$ cat config.mk
export PLATFORM = sky130hd
export DESIGN_NAME = priority_arbiter_8
export DESIGN_NICKNAME = d
export VERILOG_FILES = /design/src/rtl/priority_arbiter_8.sv
export SDC_FILE = /design/constraint.sdc
export NUM_CORES = 1
export LEC_CHECK = 0
export ABC_AREA = 1
export CAP_MARGIN = 25
export CORE_MARGIN = 8
export CORE_UTILIZATION = 45
export CTS_BUF_LIST = sky130_fd_sc_hd__clkbuf_16
export CTS_CLUSTER_SIZE = 14
export DETAILED_ROUTE_END_ITERATION = 8
export HOLD_SLACK_MARGIN = 0.08
export PLACE_DENSITY = 0.65
export SYNTH_ARGS = -nofsm -noshare
export SYNTH_HDL_FRONTEND = slang
export SYNTH_SLANG_ARGS = --single-unit
$ cat constraint.sdc
create_clock -name clk -period 5.4 [get_ports clk]
set_clock_uncertainty 0.15 [all_clocks]
set_input_delay 1.08 -clock clk [delete_from_list [all_inputs] [get_ports clk]]
set_output_delay 1.08 -clock clk [all_outputs]
set_load 0.01 [all_outputs]
$ cat src/rtl/priority_arbiter_8.sv
// Eight-way arbiter with registered one-hot grant, hold-until-release,
// optional hold-limit timeout and optional round-robin priority rotation.
module priority_arbiter_8 #(
  parameter int unsigned RR_EN    = 1,
  parameter int unsigned MAX_HOLD = 16
) (
  input  logic       clk,
  input  logic       rst,
  input  logic [7:0] req,
  output logic [7:0] gnt,
  output logic [2:0] gnt_id,
  output logic       gnt_valid,
  output logic       timeout
);

  localparam int unsigned HW = (MAX_HOLD < 1) ? 1 : $clog2(MAX_HOLD + 1);
  localparam logic [HW-1:0] HOLD_LAST = (MAX_HOLD == 0) ? '0 : HW'(MAX_HOLD - 1);
  localparam logic [HW-1:0] HOLD_SAT  = '1;

  typedef enum logic [1:0] {
    IDLE,
    GRANT,
    GAP
  } state_t;

  state_t        state_q, state_d;
  logic [HW-1:0] hold_cnt, hold_d;
  logic [2:0]    last_id, last_d;
  logic [7:0]    gnt_d;
  logic [2:0]    id_d;
  logic          timeout_d;

  logic [2:0]    win_id;
  logic          win_found;
  logic [2:0]    cand;
  logic          hold_expire;

  assign gnt_valid   = |gnt;
  assign hold_expire = (MAX_HOLD != 0) && (hold_cnt == HOLD_LAST);

  // Round-robin search starts just below the previous winner and ends on it.
  always_comb begin
    win_id    = '0;
    win_found = 1'b0;
    cand      = '0;
    if (RR_EN != 0) begin
      for (int unsigned k = 1; k <= 8; k++) begin
        cand = last_id - 3'(k);
        if (!win_found && req[cand]) begin
          win_found = 1'b1;
          win_id    = cand;
        end
      end
    end else begin
      for (int unsigned i = 0; i < 8; i++) begin
        if (req[3'(i)]) begin
          win_id = 3'(i);
        end
      end
      win_found = |req;
    end
  end

  always_ff @(posedge clk) begin
    if (rst) begin
      state_q  <= IDLE;
      gnt      <= '0;
      gnt_id   <= '0;
      timeout  <= 1'b0;
      hold_cnt <= '0;
      last_id  <= '0;
    end else begin
      state_q  <= state_d;
      gnt      <= gnt_d;
      gnt_id   <= id_d;
      timeout  <= timeout_d;
      hold_cnt <= hold_d;
      last_id  <= last_d;
    end
  end

  always_comb begin
    state_d = state_q;
    case (state_q)
      IDLE:    if (win_found) state_d = GRANT;
      GRANT:   if (!req[gnt_id] || hold_expire) state_d = GAP;
      GAP:     state_d = IDLE;
      default: state_d = IDLE;
    endcase
  end

  // Next values of the registered outputs; a normal release wins over a timeout.
  always_comb begin
    gnt_d     = '0;
    id_d      = gnt_id;
    timeout_d = 1'b0;
    hold_d    = hold_cnt;
    last_d    = last_id;
    case (state_q)
      IDLE: begin
        if (win_found) begin
          gnt_d  = 8'b1 << win_id;
          id_d   = win_id;
          hold_d = '0;
          last_d = win_id;
        end
      end
      GRANT: begin
        if (req[gnt_id] && !hold_expire) begin
          gnt_d = gnt;
          if (hold_cnt != HOLD_SAT) hold_d = hold_cnt + 1'b1;
        end else if (req[gnt_id]) begin
          timeout_d = 1'b1;
        end
      end
      default: ;
    endcase
  end

endmodule
==> results.ini <==
[power_and_ir_drop]
switchingPower_w = 0.0007407
pwr-share-comb_pct = 71.0
leakagePower_nw = 0.8728
power.density_nw_per_um2 = 722.4
max-vdd-ir-drop_uv = 258.7
pwr-share-clk_pct = 10.7
internal_power_w = 0.0006559
swShare_pct = 53.04
pwr-share-seq_pct = 18.4

[placed_design]
dp_slack_ns = 1.965
gp_congestion = 0.8647
port_buffers = 22
placed_cells = 309
dp_hpwl_um = 3006

[final_layout]
fin_cells = 313
n_antenna_cell = 0
layout-drive-gt1-share_pct = 16.48
nets = 283
area_growth_pct = 20.05

[clock_network]
postCtsSetupRepairBufs = 0
clkLatencyLatePin_ns = 0.25
numCtsBuffers = 3
cts_hold_buf = 0
cts_resized = 0
cts.sinks = 19
ctsHtreeMaxLevel = 1
cts_root_buf = clkbuf_16
clkTransAtPathRegs_ns = 0.05
cts_max_path_buffers = 2
cts_tree = done

[timing]
timing.final.hold_violations = 0
setup_tns_ns = 0
relSlewSlack_pct = 58.73
finalSetupViolCount = 0
worstMarginPinSlew_ns = 0.6182
clock.fmax_ghz = 0.3028
min_period_over_period_pct = 61.17
rsz0062_at_grt = no
period_needed_ns = 3.303
setup_ws_ns = 2.097
drv_slew = 0

[flow_run]
maxCapViolCount = 0

[critical_path]
r2r_slack_ns = 2.10
cp.arrival_ns = 3.33
crit_end = gnt[1]
crit_path_start_kind = flip-flop
worstSetupPathType = flip-flop to flip-flop
critPathMaxFanout = 14
cp.required_ns = 5.43
r2r-start = last_id[0]
r2r_end = gnt[1]
startpoint = last_id[0]
cp-end-kind = flip-flop
ff2ff_path_depth = 17

[logic_synthesis]
async_flop_share_pct = 0
synth-seq-cells = 19
synth-seq-area-share_pct = 23.62
yosysWarnings = 0
synth_area_leader_cell = dfxtp_1
synthCells = 245
synth_area_per_cell_um2 = 6.573
syn_nets = 260
ys_top_cells_by_area = dfxtp_1 (24%), nand2_1 (15%), nand3_1 (10%)
synth.distinct_cells = 35
synthTopCellsByCount = nand2_1 (64), nand3_1 (33), inv_1 (22)
netlist.area_leader.share_pct = 23.62
yosysMostFrequentCell = nand2_1
synth_ff_type = dfxtp_1
synth_edf_count = 0
netlist_area_um2 = 1610

[floorplan]
fp.dieW_um = 75.82
initial_core_util_pct = 47.51
fp.dieH_um = 75.82
rows = 21
core-area_um2 = 3390
ios = 23
die-area_um2 = 5749

[drt]
drc_errors = 0
viasPerCell = 5.137
dr.first_iter.drc_count = 89
vias = 1608
firstDrtPassIters = 4
final_antenna_net_count = 0
wl_um = 3762
wl_per_cell_um = 12.02

[global_route]
grt_pass1_wl_um = 6292
antenna_found_initial = 0
grt-ovfl-total = 0
grt_max_degree = 15
grt_use_total_pct = 14.00
first_global_vias = 1397

[hold_path]
worstHoldPathType = flip-flop to flip-flop

[outcome]
status = finished clean

## worst max-delay path, cell delays in order, from the launching register on
cell and delay, ns:
dfxtp_1 0.71, inv_2 0.21, ha_1 0.44, inv_1 0.22, nand3_1 0.16, nand2_1 0.08
nand2_1 0.06, nand2_2 0.12, nand3_1 0.12, nor2_2 0.15, nand3_1 0.14, nand3_1 0.10
nand2_1 0.08, nand2_2 0.11, nand2_1 0.06, nor2_1 0.12, nand2_1 0.07, a21oi_1 0.11
## power groups by stage
stage          clock network (W)  registers (W)  logic, W
2_1_floorplan                  0       0.000242  0.000749
3_5_place_dp                   0       0.000258  0.000991
6_report                0.000149       0.000257  0.000991
5_1_grt                 0.000161       0.000264   0.00112
4_1_cts                 0.000154       0.000257  0.000993
3_3_place_gp                   0       0.000258  0.000993
## cells in the final DEF, fill, tap and decap left out, drive strengths merged
cell / instances
ha: 5
o21ai: 9
nor4: 2
clkdlybuf4s50: 22
inv: 29
nand2: 73
nand4: 10
clkbuf: 3
a21boi: 1
a21oi: 16
xor2: 2
dfxtp: 19
and3: 1
a211oi: 1
nor2: 25
o21bai: 1
nand3: 39
xnor2: 1
nor3: 4
or2: 4
## how the worst min path moves through the flow
stage | slack (ns) | cells after the start | to | from
after floorplan | 0.32 | 2 | hold_cnt[3] | hold_cnt[3]
after global placement | 0.32 | 2 | gnt[6] | gnt[6]
after detailed placement | 0.32 | 2 | gnt[2] | gnt[2]
after CTS | 0.33 | 2 | gnt[2] | gnt[2]
after global routing | 0.35 | 2 | gnt[7] | gnt[7]
final | 0.33 | 2 | gnt[2] | gnt[2]
## flip-flops by register name, indices dropped and copies added (netlist names)
register and cells:
gnt 8, hold_cnt 5, last_id 3, state_q 2, timeout 1
## layout make-up
type	instances	area (um2)
Clock inverter	1	3.754
Timing Repair Buffer	22	220.2
Inverter	28	110.1
Fill cell	356	1456
Clock buffer	3	75.07
Tap cell	46	57.56
Sequential cell	19	380.4
Multi-Input combinational cell	194	1086
## metrics by stage
| stage | utilization [%] | hold slack (ns) | area [um2] | total power, W |
|---|---|---|---|---|
| finish | 57.03 | 0.3313 | 1933 | 0.001397 |
| global route | 57.03 | 0.3484 | 1933 | 0.001544 |
| CTS | 57.03 | 0.3299 | 1933 | 0.001404 |
| detailed placement | 54.71 | 0.3214 | 1854 | 0.001249 |
| global placement | 54.71 | 0.3199 | 1854 | 0.001252 |
| floorplan | - | 0.3235 | 1610 | 0.0009903 |
## routing by layer
layer  GRT usage (%)  routed length, um  vias to the layer above
met5               0                  0                        -
met3           3.553                167                        4
met2           20.63               1568                       22
met4           2.559                 23                        0
li1                -                  -                      863
met1           19.85               2003                      719
## cell families (layout without fill, tap and decap cells)
kind of cell | after synthesis | count (layout) | synth area share, %
xor+xnor | 3 | 3 | 1.632
fa+ha+maj | 5 | 5 | 3.885
compound gates | 28 | 28 | 10.57
flops | 19 | 19 | 23.62
simple gates | 158 | 158 | 51.36
buf+inv | 32 | 54 | 8.935
Power figures use the tool's default switching activity.
==> patch 1, RTL diff (same settings) <==
Re-encode `state_t` (3 states) as one-hot, 3 bits wide.
--- a/src/rtl/priority_arbiter_8.sv
+++ b/src/rtl/priority_arbiter_8.sv
@@ -17,10 +17,10 @@
   localparam logic [HW-1:0] HOLD_LAST = (MAX_HOLD == 0) ? '0 : HW'(MAX_HOLD - 1);
   localparam logic [HW-1:0] HOLD_SAT  = '1;
 
-  typedef enum logic [1:0] {
-    IDLE,
-    GRANT,
-    GAP
+  typedef enum logic [2:0] {
+    IDLE  = 3'b001,
+    GRANT = 3'b010,
+    GAP   = 3'b100
   } state_t;
 
   state_t        state_q, state_d;
Behaviour: same outputs for any inputs over 10 cycles, from zero or initial values and one cycle with rst high; not proved beyond that.
==> patch 1 against the unedited design <==
Cell area grew 6.4%. Setup slack lost 28 ps. Sequential cell count grew 1. Synthesized area grew 6.4%. Routed wire length grew 7.8%. Power grew 14%. Fmax shrank 0.83%. Worst hold slack lost 12 ps. Largest power group unchanged. Highest routed layer unchanged.
==> patch 1: results (changes against the unedited design) <==
[global_route]
grt_max_degree = 17  ; +2
grt_pass1_vias = 1513  ; +8.3%
grtUsageTotal = 0.136  ; -0.00403
grt_pass1_wl_mm = 6.98  ; +11%

[synthesis]
syn_nets = 269  ; +3.5%
synthCells = 254  ; +3.7%
ys_types = 39  ; +11%
yosysSeqAreaShare = 0.234  ; -0.00246
yosys_most_used_dff = dfxtp_1
synthTopCellsByArea = dfxtp_1 (23%), nand2_1 (14%), nand3_1 (11%)
synth_common_cells = nand2_1 (65), nand3_1 (37), dfxtp_1 (20), inv_1 (20), nor2_1 (20)

[hold_path]
hold_path_class = reg2reg
hold_path_startpoint = hold_cnt[1]

[pwr]
irDropWorstVdd_v = 0.000327  ; +26%
switching_share = 0.536  ; +0.00564
power_leakage_nw = 0.899  ; +3.0%

[placement]
place.gp.congestion = 0.885  ; +2.3%
hpwlAfterDp_mm = 3.24  ; +7.9%

[setup_path]
crit_end = gnt[3]
cp.arrival_ps = 3350  ; +20 ps
crit_path_start = last_id[0]
r2r_slack_ps = 2070  ; -30 ps
cp_max_fo = 15  ; +1
worstRegToRegCells = 16  ; -1

[drt]
routed_via_density = 5.17  ; +0.65%
wirelength_mm = 4.06  ; +7.8%
detailedRoute.firstPassIterationCount = 5  ; +1
drt_first_iter_violations = 210  ; +140%

[cts]
cts_setup_buffers = 0  ; unchanged
clk_pin_slew_worst_paths_ps = 60
insertion_delay_ps = 250  ; about the same

[cells_and_area]
fin_nets = 290  ; +2.5%
drive_gt1_frac = 0.153  ; -0.0115
layout.cells.non_filler = 322  ; +2.9%
fill_cells = 341  ; -4.2%
reg_top3 = gnt x8, hold_cnt x5

[outcome]
outcome = finished, final reports clean

[timing]
worst_pin_slew_ps = 636  ; +18.1 ps

==> patch 1: through the flow <==
stage               hold slack (ps)  area, um2  worst slack, ps
CTS                             319       2060             2060
global route                    338       2060             1730
finish                          319       2060             2070
detailed placement              310       1950             2020
global placement                307       1950             2010
floorplan                       292       1710             2730
==> patch 1: cell families after synthesis <==
logic type / count (synthesis) / share of synthesized area
flip-flops: 20 / 0.234
AO/OA/AOI/OAI: 27 / 0.108
XOR/XNOR: 4 / 0.0358
buffers and inverters: 37 / 0.0920
adder cells (fa/ha/maj): 5 / 0.0365
AND/OR/NAND/NOR: 161 / 0.494
==> patch 1: worst max-delay path: stages (launching register included) <==
cell	delay [ps]
dfxtp_1	660
inv_2	250
ha_1	520
inv_1	180
nand3_1	140
nand3_1	140
nand2_4	160
inv_2	50
nand3_1	80
nand2_1	70
nand2_1	60
nand2_1	40
nor2_1	190
nand4_1	140
nor2_2	200
nand3_1	110
a21oi_1	120
==> patch 1: layout make-up <==
type | count | area (um2) | share of cell area
multi-input cells | 197 | 1150 | 0.561
flip-flops and latches | 20 | 400 | 0.195
repair buffers | 22 | 220 | 0.107
inverters | 31 | 116 | 0.0566
clock buffers | 3 | 75.1 | 0.0365
well taps | 48 | 60.1 | 0.0292
clock inverters | 1 | 30.0 | 0.0146
==> patch 1: power groups by stage <==
stage	clock, mW	combinational, mW	sequential, mW
finish	0.202	1.14	0.253
global route	0.212	1.27	0.262
CTS	0.205	1.14	0.253
detailed placement	0	1.14	0.256
global placement	0	1.14	0.257
floorplan	0	0.882	0.236
==> patch 1: how the worst min path moves through the flow <==
| stage | end | slack, ps | depth (start not counted) |
|---|---|---|---|
| 2_1_floorplan | hold_cnt[1] | 290 | 2 |
| 3_3_place_gp | hold_cnt[1] | 310 | 2 |
| 3_5_place_dp | hold_cnt[2] | 310 | 2 |
| 4_1_cts | hold_cnt[1] | 320 | 2 |
| 5_1_grt | hold_cnt[3] | 340 | 2 |
| 6_report | hold_cnt[1] | 320 | 2 |
==> patch 1: per-layer routing <==
layer  vias up  track usage  part of all wire
met1       743        0.195              0.52
met5         -            0                 0
met4         0       0.0340            0.0042
li1        884            -                 -
met2        36        0.204              0.44
met3         2       0.0219             0.041
==> patch 2, RTL diff (same settings) <==
Without the edit above. Set the parameter `MAX_HOLD` to 32 (it was 16).
--- a/src/rtl/priority_arbiter_8.sv
+++ b/src/rtl/priority_arbiter_8.sv
@@ -2,7 +2,7 @@
 // optional hold-limit timeout and optional round-robin priority rotation.
 module priority_arbiter_8 #(
   parameter int unsigned RR_EN    = 1,
-  parameter int unsigned MAX_HOLD = 16
+  parameter int unsigned MAX_HOLD = 32
 ) (
   input  logic       clk,
   input  logic       rst,
Check against the original RTL: same outputs for any inputs over 10 cycles, from zero or initial values and one cycle with rst high; that may be too few to reach the edited logic, so the function may still have changed.
==> patch 2 against the unedited design <==
Routed wire length increased by 8.9%. Utilization fell by 1.1 points. Synthesized area rose by 4.7%. Cell area is 5.2% higher. Power is 9.3% higher. Setup slack worse by 85 ps. Sequential cell count up 1. Final cell count is 4.2% higher. Die area is 3.7% higher. Count of clock-buffer cells in the layout unchanged. Largest power group unchanged.
==> patch 2: results (changes against the unedited design) <==
[outcome]
outcome = finished, final reports clean

[global_route]
grtUsageTotal = 0.142  ; +0.00194
grt_pass1_vias = 1597  ; +14%
grt_use_met3 = 0.0233  ; -0.0122
grt_use_met2 = 0.241  ; +0.0347
grt_max_degree = 17  ; +2
grt_pass1_wl_mm = 7.14  ; +13%
met1_usage = 0.176  ; -0.0223
grt-ovfl-total = 0  ; unchanged

[timing]
hold_slack_ps = 305  ; -26.5 ps
slew_headroom = 0.596  ; +0.00830

[setup_path]
cp.arrival_ps = 3430  ; +100 ps
cp_slowest_stage_delay_ps = 700
r2r_slack_ps = 2010  ; -80 ps
cp_max_fo = 16  ; +2
worstRegToRegCells = 18  ; +1
r2r-end = gnt[6]

[pwr]
irDropWorstVdd_v = 0.000313  ; +21%
power_leakage_nw = 0.895  ; +2.6%

[placement]
hpwlAfterDp_mm = 3.24  ; +7.7%
place.gp.congestion = 0.860  ; -0.50%

[drt]
routed_via_density = 5.18  ; +0.91%
wl_per_cell_um = 12.6  ; +4.6%
drt_first_iter_violations = 164  ; +84%
wirelength_met1_mm = 1.91  ; -4.4%
detailedRoute.firstPassIterationCount = 5  ; +1
route.met2.wl_mm = 1.93  ; +23%
route.met3.wl_um = 202  ; +21%

[cells_and_area]
fill_cells = 374  ; +5.1%
clk_share = 0.0517  ; +0.0109
drive_gt1_frac = 0.183  ; +0.0187
multi_input_area_share = 0.562  ; about the same
reg_top3 = gnt x8, hold_cnt x6, last_id x3
sh_seq_area = 0.197  ; about the same
multiInputCombCellCount = 204  ; +5.2%
nonClkBufAreaFrac = 0.108  ; -0.00561
n_antenna_cell = 0  ; unchanged
fin_nets = 292  ; +3.2%

[synthesis]
synthTopCellsByArea = dfxtp_1 (24%), nand2_1 (14%), nand3_1 (10%)
synth_common_cells = nand2_1 (61), nand3_1 (34), nor2_1 (31), dfxtp_1 (20), inv_1 (16)
ys_types = 34  ; -2.9%
ys_warn_count = 0  ; unchanged
syn_nets = 270  ; +3.8%
async_flop_share = 0  ; unchanged
yosysSeqAreaShare = 0.238  ; +0.00136

[cts]
cts_root_buf = clkbuf_16
cts_buffers = 3  ; unchanged
clock_sinks = 20  ; +1

[hold_path]
worstHoldPathCells = 2  ; unchanged
worstHoldEndpoint = hold_cnt[4]
hold_path_startpoint = hold_cnt[4]

## patch 2: changes by cell type in the layout (fill, tap and decap cells not counted), moves of 3 or more
cell | unedited run | this run
nor2_1 | 18 | 31
a21oi_1 | 12 | 5
inv_1 | 23 | 16
o21ai_1 | 2 | 9
inv_2 | 4 | 10
nand3_2 | 6 | 11
a21oi_2 | 4 | 0
nand2_2 | 6 | 10
o21ai_0 | 5 | 1
nand2_1 | 64 | 61
## patch 2: logic make-up after synthesis
logic type | synth area share
DFF | 0.238
xor gates and xnor gates | 0.0304
and+or+nand+nor | 0.545
AOI/OAI and AO/OA | 0.0802
buffers and inverters | 0.0846
adders and majority gates | 0.0223
## patch 2: where the power goes
part           internal [mW]  switching, mW  total [mW]
clock network          0.147         0.0552       0.202
logic                  0.387          0.678        1.07
registers              0.196         0.0634       0.260
## patch 2: per-stage QoR
step	area, um2	worst slack (ps)	instances
after global routing	2030	1630	326
after floorplan	1690	2730	257
after CTS	2030	2040	326
final	2030	2010	326
after detailed placement	1930	2000	322
after global placement	1930	2020	322
